**src/rtl/mem_bus_arbiter_pkg.sv**
```systemverilog
// Shared definitions for the cache-pair AXI arbiter: read/write FSM state
// encodings, grant identifiers, MMIO address map constants and the MMIO
// address classifier used to flag device accesses for difftest skipping.
package mem_bus_arbiter_pkg;

  typedef enum logic [1:0] {
    R_IDLE = 2'd0,
    R_ADDR = 2'd1,
    R_DATA = 2'd2
  } read_state_t;

  typedef enum logic [1:0] {
    W_IDLE   = 2'd0,
    W_ACTIVE = 2'd1,
    W_RESP   = 2'd2
  } write_state_t;

  // Requester identifiers as stored in the round-robin last-grant bit.
  localparam logic GRANT_ICACHE = 1'b0;
  localparam logic GRANT_DCACHE = 1'b1;

  // Width of the constant-zero AXI ID fields on the SoC side.
  localparam int ID_W = 4;

  localparam logic [3:0]  MMIO_HI_NIBBLE = 4'h1;
  localparam logic [31:0] VGA_BASE       = 32'h2100_0000;
  localparam logic [31:0] VGA_END        = 32'h2112_C000;

  // Device space: the whole 0x1xxx_xxxx window plus the VGA framebuffer.
  function automatic logic is_mmio(input logic [31:0] addr);
    return (addr[31:28] == MMIO_HI_NIBBLE) ||
           ((addr >= VGA_BASE) && (addr < VGA_END));
  endfunction

endpackage

```
**src/rtl/mem_bus_arbiter_rr_arb2.sv**
```systemverilog
// rr_arb2: two-requester round-robin arbiter.
//   clock, rst_n : clock and asynchronous active-low reset
//   req[1:0]     : request vector, bit 0 = icache, bit 1 = dcache
//   enable       : load the current pick into the owner register
//   pick         : combinational winner for the current request vector
//   owner        : registered grant; doubles as the last-grant bit
// Resets to "dcache granted last" so the icache wins the first tie.
module rr_arb2
  import mem_bus_arbiter_pkg::*;
(
  input  logic       clock,
  input  logic       rst_n,
  input  logic [1:0] req,
  input  logic       enable,
  output logic       pick,
  output logic       owner
);

  always_comb begin
    case (req)
      2'b01:   pick = GRANT_ICACHE;
      2'b10:   pick = GRANT_DCACHE;
      2'b11:   pick = ~owner;          // whoever was not served last
      default: pick = owner;
    endcase
  end

  // NOTE: clocked state is written with non-blocking assignments so every
  // register samples pre-edge values regardless of block evaluation order.
  always_ff @(posedge clock or negedge rst_n) begin
    if (!rst_n) begin
      owner <= GRANT_DCACHE;
    end else if (enable) begin
      owner <= pick;
    end
  end

endmodule

```
**src/rtl/mem_bus_arbiter.sv**
```systemverilog
// mem_bus_arbiter: shares one AXI4 master port between the icache (read
// only) and the dcache (read and write).
//   clock, rst_n     : clock and asynchronous active-low reset
//   icache_ar*/r*    : icache read address / read data channels
//   dcache_ar*/r*    : dcache read address / read data channels
//   dcache_aw*/w*/b* : dcache write address / data / response channels
//   m_*              : SoC-side AXI master port (IDs tied to zero)
//   ls_execute_ready : LSU execute-ready, clears mmio_pending
//   mmio_pending     : an MMIO AR/AW handshake happened and is unretired
// Reads are round-robin arbitrated; writes belong to the dcache. A dcache
// read is held off while a write is in flight, and a write does not start
// while the read side holds a dcache grant. Payloads are muxed, not
// registered; requesters keep them stable until ready.
module mem_bus_arbiter
  import mem_bus_arbiter_pkg::*;
#(
  parameter int ADDR_W = 32,
  parameter int DATA_W = 64
) (
  input  logic                clock,
  input  logic                rst_n,
  // icache read
  input  logic                icache_arvalid,
  output logic                icache_arready,
  input  logic [ADDR_W-1:0]   icache_araddr,
  input  logic [7:0]          icache_arlen,
  input  logic [2:0]          icache_arsize,
  input  logic [1:0]          icache_arburst,
  output logic                icache_rvalid,
  input  logic                icache_rready,
  output logic [DATA_W-1:0]   icache_rdata,
  output logic [1:0]          icache_rresp,
  output logic                icache_rlast,
  // dcache read
  input  logic                dcache_arvalid,
  output logic                dcache_arready,
  input  logic [ADDR_W-1:0]   dcache_araddr,
  input  logic [7:0]          dcache_arlen,
  input  logic [2:0]          dcache_arsize,
  input  logic [1:0]          dcache_arburst,
  output logic                dcache_rvalid,
  input  logic                dcache_rready,
  output logic [DATA_W-1:0]   dcache_rdata,
  output logic [1:0]          dcache_rresp,
  output logic                dcache_rlast,
  // dcache write
  input  logic                dcache_awvalid,
  output logic                dcache_awready,
  input  logic [ADDR_W-1:0]   dcache_awaddr,
  input  logic [7:0]          dcache_awlen,
  input  logic [2:0]          dcache_awsize,
  input  logic [1:0]          dcache_awburst,
  input  logic                dcache_wvalid,
  output logic                dcache_wready,
  input  logic [DATA_W-1:0]   dcache_wdata,
  input  logic [DATA_W/8-1:0] dcache_wstrb,
  input  logic                dcache_wlast,
  output logic                dcache_bvalid,
  input  logic                dcache_bready,
  output logic [1:0]          dcache_bresp,
  // SoC master port
  output logic                m_arvalid,
  input  logic                m_arready,
  output logic [ID_W-1:0]     m_arid,
  output logic [ADDR_W-1:0]   m_araddr,
  output logic [7:0]          m_arlen,
  output logic [2:0]          m_arsize,
  output logic [1:0]          m_arburst,
  input  logic                m_rvalid,
  output logic                m_rready,
  input  logic [DATA_W-1:0]   m_rdata,
  input  logic [1:0]          m_rresp,
  input  logic                m_rlast,
  output logic                m_awvalid,
  input  logic                m_awready,
  output logic [ID_W-1:0]     m_awid,
  output logic [ADDR_W-1:0]   m_awaddr,
  output logic [7:0]          m_awlen,
  output logic [2:0]          m_awsize,
  output logic [1:0]          m_awburst,
  output logic                m_wvalid,
  input  logic                m_wready,
  output logic [DATA_W-1:0]   m_wdata,
  output logic [DATA_W/8-1:0] m_wstrb,
  output logic                m_wlast,
  input  logic                m_bvalid,
  output logic                m_bready,
  input  logic [1:0]          m_bresp,
  // LSU / difftest
  input  logic                ls_execute_ready,
  output logic                mmio_pending
);

  read_state_t  r_state, r_next;
  write_state_t w_state;
  logic         aw_done, w_done;

  logic [1:0] r_req;
  logic       r_grant_en, r_pick, r_owner;
  logic       r_addr_st, r_data_st, w_active, w_resp;
  logic       owner_dc;
  logic       aw_done_nx, w_done_nx, w_start;
  logic       ar_hs, aw_hs, r_last_hs, mmio_set;

  assign r_addr_st = (r_state == R_ADDR);
  assign r_data_st = (r_state == R_DATA);
  assign w_active  = (w_state == W_ACTIVE);
  assign w_resp    = (w_state == W_RESP);
  assign owner_dc  = (r_owner == GRANT_DCACHE);

  // ---------------- read side ----------------
  // The dcache may not win a read while its own write is outstanding.
  assign r_req      = {dcache_arvalid && (w_state == W_IDLE), icache_arvalid};
  assign r_grant_en = (r_state == R_IDLE) && (|r_req);

  rr_arb2 u_rr_arb2 (
    .clock  (clock),
    .rst_n  (rst_n),
    .req    (r_req),
    .enable (r_grant_en),
    .pick   (r_pick),
    .owner  (r_owner)
  );

  assign m_arvalid = r_addr_st;
  assign m_arid    = '0;
  assign m_araddr  = owner_dc ? dcache_araddr  : icache_araddr;
  assign m_arlen   = owner_dc ? dcache_arlen   : icache_arlen;
  assign m_arsize  = owner_dc ? dcache_arsize  : icache_arsize;
  assign m_arburst = owner_dc ? dcache_arburst : icache_arburst;

  assign icache_arready = r_addr_st && !owner_dc && m_arready;
  assign dcache_arready = r_addr_st &&  owner_dc && m_arready;

  assign icache_rvalid = r_data_st && !owner_dc && m_rvalid;
  assign dcache_rvalid = r_data_st &&  owner_dc && m_rvalid;
  assign m_rready      = r_data_st && (owner_dc ? dcache_rready : icache_rready);

  // Payload is shared; each requester qualifies it with its own rvalid.
  assign icache_rdata = m_rdata;
  assign icache_rresp = m_rresp;
  assign icache_rlast = m_rlast;
  assign dcache_rdata = m_rdata;
  assign dcache_rresp = m_rresp;
  assign dcache_rlast = m_rlast;

  assign ar_hs     = m_arvalid && m_arready;
  assign r_last_hs = m_rvalid && m_rready && m_rlast;

  // NOTE: every always_comb output gets a default first so no path leaves
  // it unassigned, which would otherwise infer a latch.
  always_comb begin
    r_next = r_state;
    case (r_state)
      R_IDLE:  if (|r_req)    r_next = R_ADDR;
      R_ADDR:  if (ar_hs)     r_next = R_DATA;
      R_DATA:  if (r_last_hs) r_next = R_IDLE;
      default:                r_next = R_IDLE;
    endcase
  end

  always_ff @(posedge clock or negedge rst_n) begin
    if (!rst_n) r_state <= R_IDLE;
    else        r_state <= r_next;
  end

  // ---------------- write side ----------------
  // Hold off a new write while a dcache read is in flight (write-after-read).
  assign w_start = dcache_awvalid && !((r_state != R_IDLE) && owner_dc);

  assign m_awid    = '0;
  assign m_awaddr  = dcache_awaddr;
  assign m_awlen   = dcache_awlen;
  assign m_awsize  = dcache_awsize;
  assign m_awburst = dcache_awburst;
  assign m_wdata   = dcache_wdata;
  assign m_wstrb   = dcache_wstrb;
  assign m_wlast   = dcache_wlast;

  // Each half is closed off once done so AW and W finish independently.
  assign m_awvalid      = w_active && !aw_done && dcache_awvalid;
  assign dcache_awready = w_active && !aw_done && m_awready;
  assign m_wvalid       = w_active && !w_done && dcache_wvalid;
  assign dcache_wready  = w_active && !w_done && m_wready;

  assign dcache_bvalid = w_resp && m_bvalid;
  assign m_bready      = w_resp && dcache_bready;
  assign dcache_bresp  = m_bresp;

  assign aw_hs      = m_awvalid && m_awready;
  assign aw_done_nx = aw_done || aw_hs;
  assign w_done_nx  = w_done || (m_wvalid && m_wready && dcache_wlast);

  always_ff @(posedge clock or negedge rst_n) begin
    if (!rst_n) begin
      w_state <= W_IDLE;
      aw_done <= 1'b0;
      w_done  <= 1'b0;
    end else begin
      case (w_state)
        W_IDLE: if (w_start) w_state <= W_ACTIVE;
        W_ACTIVE: begin
          if (aw_done_nx && w_done_nx) begin
            w_state <= W_RESP;
            aw_done <= 1'b0;
            w_done  <= 1'b0;
          end else begin
            aw_done <= aw_done_nx;
            w_done  <= w_done_nx;
          end
        end
        W_RESP: if (m_bvalid && m_bready) w_state <= W_IDLE;
        default: w_state <= W_IDLE;
      endcase
    end
  end

  // ---------------- MMIO flag ----------------
  assign mmio_set = (ar_hs && is_mmio(m_araddr[31:0])) ||
                    (aw_hs && is_mmio(m_awaddr[31:0]));

  // A fresh MMIO handshake wins over a same-cycle retire.
  always_ff @(posedge clock or negedge rst_n) begin
    if (!rst_n)                mmio_pending <= 1'b0;
    else if (mmio_set)         mmio_pending <= 1'b1;
    else if (ls_execute_ready) mmio_pending <= 1'b0;
  end

endmodule

```
**config.mk**
```make
export PLATFORM = sky130hd
export DESIGN_NAME = mem_bus_arbiter
export DESIGN_NICKNAME = d
export VERILOG_FILES = /design/src/rtl/mem_bus_arbiter_pkg.sv /design/src/rtl/mem_bus_arbiter_rr_arb2.sv /design/src/rtl/mem_bus_arbiter.sv
export SDC_FILE = /design/constraint.sdc
export NUM_CORES = 1
export LEC_CHECK = 0
export BUFFER_PORTS_ARGS = -buffer_cell sky130_fd_sc_hd__buf_2
export CORE_AREA = 2 2 236 238
export DETAILED_ROUTE_END_ITERATION = 10
export DIE_AREA = 0 0 238 240
export GPL_TIMING_DRIVEN = 0
export MAX_ROUTING_LAYER = met4
export PLACE_DENSITY = 0.32
export SLEW_MARGIN = 5
export SYNTH_ARGS = -nofsm -noshare
export SYNTH_HDL_FRONTEND = slang
export SYNTH_SLANG_ARGS = --single-unit
```
**constraint.sdc**
```tcl
create_clock -name clock -period 4.15 [get_ports clock]
set_clock_uncertainty 0.1 [all_clocks]
set_input_delay 0.6225 -clock clock [delete_from_list [all_inputs] [get_ports clock]]
set_output_delay 0.6225 -clock clock [all_outputs]
set_load 0.005 [all_outputs]
```
* Word-level counts from Yosys, hierarchy flattened *
Index checks and enable logic that the tools add are counted.

storage, ports and cells
  word-level logic and storage cells = 95
  input bits = 292
  register bits after elaboration = 8

cells by class
  equal/unequal tests = 15
  $lt $le $gt $ge = 4
  reductions and logical operators = 51
  multiplexer cells = 18
  bitwise logic cells = 1

operator list
  kind                                                                 count
  greater-or-equal comparator 32 x 30 -> 1 bit, second input constant  2
  less-than comparator 32 x 30 -> 1 bit, second input constant         2
  logical AND 1 bit                                                    33
  2-to-1 mux 32 bit                                                    1
  2-to-1 mux 2 bit                                                     7
  one-hot mux 2 bit (3 select lines)                                   2
  != test 2 x 1 -> 1 bit, second input constant                        5
  == test 2 bit, second input constant                                 4
  == test 4 x 1 -> 1 bit, second input constant                        2
  2-to-1 mux 8 bit                                                     1
  == test 2 x 1 -> 1 bit, second input constant                        3
  AND reduction 3 bit                                                  2
  logical OR 1 bit                                                     5
  2-to-1 mux 1 bit                                                     5
  zero test 1 bit                                                      4
  zero test 2 bit                                                      2
  nonzero test 2 bit                                                   2
  2-to-1 mux 3 bit                                                     1
  one-hot mux 1 bit (3 select lines)                                   1
  nonzero test 3 bit                                                   1
  != test 2 bit, second input constant                                 1
  AND reduction 2 bit                                                  1
  OR reduction 2 bit                                                   1
  inverter 1 bit                                                       1

* Longest topological paths before layout *
Gate-level depths: netlist of run 1.

  word-level depth = 9
  depth in mapped cells = 6

* By module *
From an unflattened synthesis of run 1, not the netlist that was laid out.

second synthesis, totals
  cell total of the unflattened synthesis = 389
  area, all modules = 3179.3 um2

by module, submodules not included
  module           instances  cells each  area an instance (um2)
  mem_bus_arbiter  1          384         3128.0
  rr_arb2          1          5           51.3

* Worst setup path after synthesis of run 1 *
Ideal clock, no wire load.

  path kind = register -> output
  from = register u_rr_arb2.owner
  to = output m_araddr[26]
  cell stages (with the launch flop) = 5
  path slack = 2.028 ns
  buffers on the path = 3
  required time = 3.428 ns
  data arrival time = 1.399 ns
  cells stage by stage = dfstp_2 buf_6 buf_2 buf_4 mux2_2

on the way
  word-level cells in the longest chain between the ends = 1

ends and longest elaborated chain
  what                    line                           RTL
  start, declared         mem_bus_arbiter_rr_arb2.sv:16  output logic owner
  start signal, assigned  mem_bus_arbiter_rr_arb2.sv:34  owner <= pick;
  2-to-1 mux 32 bit       mem_bus_arbiter.sv:127         assign m_araddr = owner_dc ? dcache_araddr : icache_araddr;
  end, declared           mem_bus_arbiter.sv:65          output logic [ADDR_W-1:0] m_araddr,

Every way passes these cells.

* Worst setup path in the final report of run 1 *
  from = register u_rr_arb2.owner
  to = output m_araddr[23]

Same word-level chain as after synthesis.

==> results.txt, run 1 <==
The number of nets still failing antenna checks after routing is 0. In the global route stage, met1 resource usage came out at 0.05937. The layout filler cell count came out at around 6400. The clock tree from TritonCTS is done. A synthesized cell averages just under 8 µm². The final estimated routing congestion in global placement came out at ~0.76. In the routed design, unresolved DRC markers number 0. The clock-pin slew reported for the worst setup and hold paths after clock tree synthesis came out at about 40 ps. Traced cell by cell, the critical path runs through buf_6 > buf_2 > buf_4 > mux2_2 > buf_2.

Leaving out fill and tap cells, the most frequent cell in the layout is sky130_fd_sc_hd__buf_2. The share of power burned in registers is 0.114. The maximum vdd ir drop is between 0.1 and 0.15 mV. The final-stage net count came out at approximately 1100.

In the layout the commonest cells are sky130_fd_sc_hd__buf_2 (439), sky130_fd_sc_hd__buf_4 (264), sky130_fd_sc_hd__mux2_2 (42), sky130_fd_sc_hd__nor2_1 (12), sky130_fd_sc_hd__nand2_1 (10). The clock drives 8 sinks. Setup repair after global routing left no endpoint under its margin. The share of flip-flops with an asynchronous set or reset is 1.000. The arrival time at the worst endpoint came out at roughly 2600 ps.

The max-slew violation count is 0. The most numerous cell type found on the critical path is sky130_fd_sc_hd__buf_2. The routed length per instance is between 10 and 15 µm. The count of buffer and inverter cells on the critical path came out at 4. The area of the die is approximately 0.057 mm².

The delay of the slowest cell on the worst path is 690 ps. The number of buffers added to fix hold violations after cts came out at 0. The total global routing track utilization came out at 0.06263. The instance count of the mapped netlist came out at roughly 400.

The first detailed-routing pass took 4 iterations. Measured on the finished design, the core utilization comes to 0.1163. The reg-to-reg setup timing slack is 1380 ps.

The largest fanout on the critical path is 10. The internal cell power came out at 0.0008778 W. The total vias in the final route is 3997. The post-cts resize count came out at 0. The count of H-tree levels built during CTS came out at 1. The final setup TNS came out at 0 ps. The number of DRC markers after the initial detailed-route iteration is 44.

The insertion delay to the later sink of the worst-skew pair came out at between 200 and 250 ps. The horizontal die dimension came out at around 240 µm. The via count normalized by instance count is 2.572. The number of post-CTS setup repair buffers came out at 0. The worst setup path is captured at a primary output. The most used flip-flop cell after synthesis is sky130_fd_sc_hd__dfrtp_1. For met2 alone, demand over resource in global routing was 0.1295. The routed design has 19930 µm of wire.

The leakage power of the design came out at 3.562 nW. The number of distinct library cells after synthesis is 34. The estimated wirelength of the detail-placed design came out at approximately 18000 µm. In this run the count of I/O pins placed on the die edge is slightly above 600. The core outline area is approximately 0.055 mm².

The die height is around 240 µm. The share of cells above drive strength 1 came out at 0.8881. The layout-stage area growth over the synthesis result came out at 99.49%.

Max-cap violations in this run came to 0. The number of global-route vias before repair came out at around 3800. Timing would allow up to ~0.30 GHz. In the final layout, the multi-input gates occupy around 990 µm². The highest-utilization routing layer at the global route stage is met2. The hold violation count in the final report was 0.

The slowest stage cell on the critical path is sky130_fd_sc_hd__dfstp_2. The destination of the worst register-to-register timing path is mmio_pending. The ratio of total power to cell area is 242.4 mW/mm². The count of yosys warnings during synthesis came out at 0. The wire length of the first global-routing pass came out at 25000 µm. STA classifies the critical path startpoint as a flop. The required time of the worst setup path came out at between 3000 and 4000 ps.

The total grt overflow came out at 0. The smallest clock period supported by the final layout is computed as between 3000 and 4000 ps. Counting cells, the worst reg-to-reg path comes to 4.

The number of antenna violations at the first check in global routing is 3. The total of endpoints with negative setup slack in the final report came out at 0. Setup slack on the critical path of the routed design comes to ~800 ps. The pre-CTS setup slack came out at 842.8 ps. Of the total power, the clock network draws 0.110. The TritonCTS buffer count is 3. The met3 demand-to-capacity share in global routing is 0.01194.

The effective utilization at floorplan is 0.05830. The pin count of the biggest net entering global routing is 11. The power share of the combinational group is 0.776.

The slew at the pin closest to its max-slew limit is between 1000 and 1500 ps. The path class of the tightest hold or removal check is in2async. The proportion of total power due to net switching is 0.4303. The flop and latch count out of synthesis is 8.

The worst relative slew slack is 0.09015. For this run, the register share of the synthesized area comes to 0.06321. The post-synthesis instance area is roughly 0.0032 mm². Counting flops with a built-in enable in the synthesized netlist gives 0. By startpoint and endpoint, the worst setup path is classified as reg2out. The sequential cells in the finished layout cover a total of roughly 200 µm².

In this run the critical register-to-register path is launched from u_rr_arb2.owner. The category of cells accounting for the largest share of critical-path delay is buffers and inverters. The number of rows created at floorplan is between 80 and 90. The longest clock path from root to sink contains 2 buffers. Dividing the final minimum period by the clock period gives 0.8085. The tree is rooted in a sky130_fd_sc_hd__clkbuf_16. The reported net switching power is around 0.00066 W.

The number of port buffers came out at between 400 and 500. The run finished with clean final reports.
registers in the layout, indices dropped and copies added, names as in the netlist:
name	cells
u_rr_arb2.owner	1
w_state	2
r_state	2
aw_done	1
mmio_pending	1
w_done	1
cell usage after synthesis, types with 2 or more instances:
master	instances	area, µm²
sky130_fd_sc_hd__nor3_1	4	20.02
sky130_fd_sc_hd__nor2b_1	5	31.28
sky130_fd_sc_hd__a31oi_1	4	25.02
sky130_fd_sc_hd__mux2_4	2	30.03
sky130_fd_sc_hd__and3b_1	2	17.52
sky130_fd_sc_hd__buf_4	264	1982
sky130_fd_sc_hd__inv_1	3	11.26
sky130_fd_sc_hd__nor3b_1	4	30.03
sky130_fd_sc_hd__nand4_1	2	12.51
sky130_fd_sc_hd__nand2b_1	3	18.77
sky130_fd_sc_hd__and2_1	2	12.51
sky130_fd_sc_hd__mux2_2	42	473.0
sky130_fd_sc_hd__a211oi_1	4	30.03
sky130_fd_sc_hd__dfrtp_1	7	175.2
sky130_fd_sc_hd__o21ai_0	5	25.02
sky130_fd_sc_hd__nand2_1	10	37.54
sky130_fd_sc_hd__and3_1	3	18.77
sky130_fd_sc_hd__buf_2	3	15.01
sky130_fd_sc_hd__nor2_1	12	45.04
sky130_fd_sc_hd__a21oi_1	5	25.02
sky130_fd_sc_hd__nor4b_1	2	17.52
sky130_fd_sc_hd__mux2i_1	2	20.02
power groups by stage:
| stage | clock [W] | combinational, W | sequential (W) |
|---|---|---|---|
| floorplan | 0 | 0.000657 | 0.000142 |
| global placement | 0 | 0.00125 | 0.000176 |
| detailed placement | 0 | 0.00124 | 0.000177 |
| CTS | 0.000174 | 0.00125 | 0.000176 |
| global route | 0.000176 | 0.00132 | 0.000182 |
| finish | 0.000170 | 0.00120 | 0.000176 |
layout make-up:
type | count | area share
Timing Repair Buffer | 436 | 0.3432
Buffer | 268 | 0.3159
Multi-Input combinational cell | 130 | 0.1561
Tap cell | 704 | 0.1386
Sequential cell | 8 | 0.03169
Clock buffer | 4 | 0.01240
Inverter | 3 | 0.001771
Antenna cell | 1 | 0.0003936
metrics by stage:
stage	instance area (µm²)	std cells	total power, W	hold slack (ps)
global route	6357	1554	0.001673	147.7
global placement	6276	1549	0.001426	392.2
floorplan	3213	409	0.0007988	226.9
finish	6357	1554	0.001541	130.7
detailed placement	6276	1549	0.001420	390.5
CTS	6355	1553	0.001597	137.9
layer usage:
| layer | routed length (µm) | share of wire |
|---|---|---|
| met1 | 6428 | 0.32 |
| met2 | 11390 | 0.57 |
| met3 | 1790 | 0.090 |
| met4 | 311 | 0.016 |
| met5 | 0 | 0 |
worst register-to-register path, cell delays in order, from the launching register on:
cell	delay, ps
sky130_fd_sc_hd__dfstp_2	690
sky130_fd_sc_hd__buf_6	300
sky130_fd_sc_hd__buf_2	490
sky130_fd_sc_hd__o21ai_0	630
sky130_fd_sc_hd__a41o_1	450
how the worst max path moves through the flow:
| stage | endpoint | cells after the start | from | slack [ps] |
|---|---|---|---|---|
| 2_1_floorplan | m_araddr[26] | 4 | u_rr_arb2.owner | 2030 |
| 3_3_place_gp | m_araddr[23] | 5 | u_rr_arb2.owner | 850 |
| 3_5_place_dp | m_araddr[23] | 5 | u_rr_arb2.owner | 840 |
| 4_1_cts | m_araddr[23] | 5 | u_rr_arb2.owner | 590 |
| 5_1_grt | m_araddr[14] | 5 | u_rr_arb2.owner | 600 |
| 6_report | m_araddr[23] | 5 | u_rr_arb2.owner | 790 |
cells by family after synthesis:
logic type,count (synthesis),share of synthesized area
compound gates,24,0.04829
buf+inv,271,0.6337
flops,8,0.06321
mux,46,0.1641
other cells,1,0.001177
simple gates,52,0.08952
Power figures use the tool's default switching activity.
==> inputs of run 2 (changes only) <==
- ABC_AREA: default -> 1
- CORE_AREA: 2 2 236 238 -> 2 2 237 239
- DIE_AREA: 0 0 238 240 -> 0 0 239 241
- PLACE_DENSITY: 0.32 -> 0.33
- clock period: 4.15 -> 3.2 ns (I/O delays scaled with it)
==> results.txt, run 2 <==
The layout-stage area growth over the synthesis result is 94.58%. Averaged over all synthesized cells, the footprint is just over 6 µm². TritonCTS built the clock tree. The estimated wirelength of the detail-placed design is 17090 µm. The path class of the lowest-slack min-delay path is in2async. The arrival time at the worst endpoint came out at roughly 2200 ps.

Buffers inserted to repair hold after CTS numbered 0. The count of buffer and inverter cells on the critical path came out at 5. The logic depth of the worst register-to-register path came out at 7. The post-cts resize count came out at 0. The final setup slack of the worst path came out at 402.3 ps. The TritonCTS buffer count is 3. In the final routed layout, each cell accounts on average for ~11 µm. The total wire length after detailed routing came out at ~18000 µm. Setup repair after global routing left no endpoint under its margin. The max-capacitance violation count came out at 0. Clock tree synthesis found a total of 8 sinks.

The number of antenna violations at the first check in global routing is 1. The final reports fail on hold timing. For this design the static power due to leakage is 3.998 nW. The area of the die is 0.05760 mm². The top achievable clock speed came out at between 0.3 and 0.4 GHz. The number of post-CTS setup repair buffers is 0.

The required time of the worst setup path is about 2600 ps. The signal on the critical path passes through buf_6 > inv_4 > buf_6 > clkbuf_1 > nand2_1 > nand2_1 > buf_2. The total grt overflow came out at 0.

The die height is ~240 µm. In this run the deepest clock path goes through 2 buffers. Dividing the final minimum period by the clock period gives 0.8743. The share of synthesized area occupied by flip-flops and latches is 0.06014. The share of flip-flops with an asynchronous set or reset came out at 1.000.

The maximum vdd ir drop came out at 0.1266 mV. The count of H-tree levels built during CTS came out at 1. In this run the horizontal extent of the chip is between 200 and 250 µm. STA classifies the critical path endpoint as a primary output. By area the synthesized netlist is led by sky130_fd_sc_hd__buf_4 (59%), sky130_fd_sc_hd__nand2_1 (18%), sky130_fd_sc_hd__dfrtp_1 (5.2%). In this run the clock root is driven by a sky130_fd_sc_hd__clkbuf_16. The post-synthesis instance area came out at about 0.0033 mm². The final setup TNS is 0 ps.

The count of buffers added on input and output ports is approximately 440. The number of flops mapped to enable cells by yosys came out at 0. The core outline area came out at ~0.055 mm². The via count normalized by instance count is 2.593. The congestion estimate from routability-driven global placement came to between 0.7 and 0.8. Leaving out filler cells and counting taps, the final layout contains roughly 1700.

At the pin with the least slew margin, the transition time is around 910 ps. The top-area cell type share of the netlist area came out at 0.5917. Setup violations remaining at the end of the flow were counted as 0. Power spread over the standard cell area amounts to just under 300 mW/mm². The number of rows created at floorplan came out at between 80 and 90.

The share of cells above drive strength 1 came out at 0.7232. The instance count of the mapped netlist came out at 550. The worst relative slew slack is 0.3902. STA classifies the critical path startpoint as a flop.

The number of placed I/O pins came out at approximately 610. Yosys mapped the design onto 27 distinct sky130hd cell types. In this run the worst path has a maximum fanout of 10.

0 antenna diodes ended up in the layout. The number of iterations in the first detailed-routing pass is 5. Hold timing on the final database bottoms out at a slack of -6.958 ps. sky130_fd_sc_hd__buf_4 is the most common cell in the netlist.

The final critical path time including I/O delays and setup came out at about 2800 ps. The hold violation count in the final report came out at 4. The worst register-to-register path has a setup slack of approximately 1200 ps.

The detailed router placed ~4400 vias in this run. Among all stages on the critical path, the largest delay is contributed by sky130_fd_sc_hd__clkbuf_1. The DRC violation count after routing came out at 0. The pin count of the biggest net entering global routing is 11. The max-slew violation count came out at 0. After clock tree synthesis, the clock-pin slew on the worst setup and hold paths is ~40 ps. The core utilization of the finished layout came out at 0.1188. The delay of the slowest cell on the worst path is around 700 ps. The count of yosys warnings during synthesis is 0.

The number of DRC markers after the initial detailed-route iteration is 110. The library cells used most frequently in the layout, excluding fill and tap cells, are sky130_fd_sc_hd__buf_2 (438), sky130_fd_sc_hd__buf_4 (264), sky130_fd_sc_hd__nand2_1 (158), sky130_fd_sc_hd__inv_1 (45), sky130_fd_sc_hd__nor2_1 (28). By count the netlist is led by sky130_fd_sc_hd__buf_4 (264), sky130_fd_sc_hd__nand2_1 (158), sky130_fd_sc_hd__inv_1 (45), sky130_fd_sc_hd__nor2_1 (28), sky130_fd_sc_hd__dfrtp_1 (7). Counting tap cells, the placed design contains a total of roughly 1700 instances. The number of global-route vias before repair is 4039.

The most common library cell in the layout ignoring fill and taps is sky130_fd_sc_hd__buf_2. The number of nets still failing antenna checks after routing is 0. In this run the critical register-to-register path is captured at r_state[1]. Grouping stages by cell kind, the critical path spends the most delay in buffers and inverters. The flow ran to the end, but the final reports show violations.

The pre-CTS setup slack came out at just under 400 ps. The wire length of the first global-routing pass came out at 23050 µm. The final-stage net count is about 1300. For this configuration, the core starts out at a cell density of 0.06104. Counting flops and latches in the post-synthesis netlist gives 8. The most instantiated flip-flop cell in the synthesis netlist is sky130_fd_sc_hd__dfrtp_1. The insertion delay to the later sink of the worst-skew pair came out at roughly 230 ps.

Summed over all instances, the cell type with the most area after synthesis is sky130_fd_sc_hd__buf_4. For this run, the total global-route usage over all layers was measured as 0.05540. The critical path is of the reg2out type. In the final layout, the registers with the most flip-flops are r_state x2, w_state x2. In this run the critical register-to-register path is launched from r_state[1].
[run 2: cell count changes after synthesis, sizes merged, moves of 5 or more]
cell,change
nor2,+19
mux2,-44
nand2,+156
nor2b,-5
inv,+43
[run 2: where the power goes]
part	total [W]	internal, W	switching [W]
combinational	0.00151	0.000706	0.000809
sequential	0.000171	0.000142	0.0000292
clock	0.000219	0.000166	0.0000529
total	0.00191	0.00101	0.000891
[run 2: stage by stage]
stage / power [W] / hold slack [ps] / instance area (µm²)
3_5_place_dp: 0.001745 / 251.6 / 6439
3_3_place_gp: 0.001759 / 247.0 / 6439
6_report: 0.001906 / -6.958 / 6518
2_1_floorplan: 0.0009880 / 84.41 / 3376
5_1_grt: 0.002117 / 15.03 / 6518
4_1_cts: 0.001974 / 4.444 / 6518
[run 2: layer usage]
metal,vias up,track usage,part of all wire
li1,2252,-,-
met1,1857,0.05979,0.36
met2,297,0.1118,0.56
met3,4,0.004232,0.069
met4,0,0.006818,0.0040
met5,-,-,0
[run 2: kinds of logic after synthesis]
group / Yosys count / share of synthesized area
buf+inv: 319 / 0.6627
simple gates: 208 / 0.2507
compound gates: 13 / 0.02242
flops: 8 / 0.06014
mux: 1 / 0.002989
other cells: 1 / 0.001120
[run 2: layout make-up]
type	count	area (µm²)
fill	6466	48360
timing repair buffer	436	2182
inverter	46	175.2
clock buffer	4	78.83
sequential	8	201.4
tap	704	880.8
multi-input combinational	230	954.7
buffer	273	2044
[run 2: worst max-delay path by stage]
| stage | from | to | slack [ps] | cells past startpoint |
|---|---|---|---|---|
| 2_1_floorplan | u_rr_arb2.owner | m_araddr[10] | 1360 | 6 |
| 3_3_place_gp | u_rr_arb2.owner | m_araddr[0] | 410 | 7 |
| 3_5_place_dp | u_rr_arb2.owner | m_araddr[0] | 400 | 7 |
| 4_1_cts | u_rr_arb2.owner | m_araddr[0] | 140 | 7 |
| 5_1_grt | u_rr_arb2.owner | m_araddr[0] | 160 | 7 |
| 6_report | u_rr_arb2.owner | m_araddr[0] | 400 | 7 |
[run 2: worst register-to-register path: stages, from the launching register on]
cell	delay, ps
sky130_fd_sc_hd__dfrtp_1	400
sky130_fd_sc_hd__inv_1	50
sky130_fd_sc_hd__nor2_1	480
sky130_fd_sc_hd__inv_1	170
sky130_fd_sc_hd__a21oi_1	190
sky130_fd_sc_hd__nand3_1	110
sky130_fd_sc_hd__nand2_1	80
sky130_fd_sc_hd__nand2_1	190
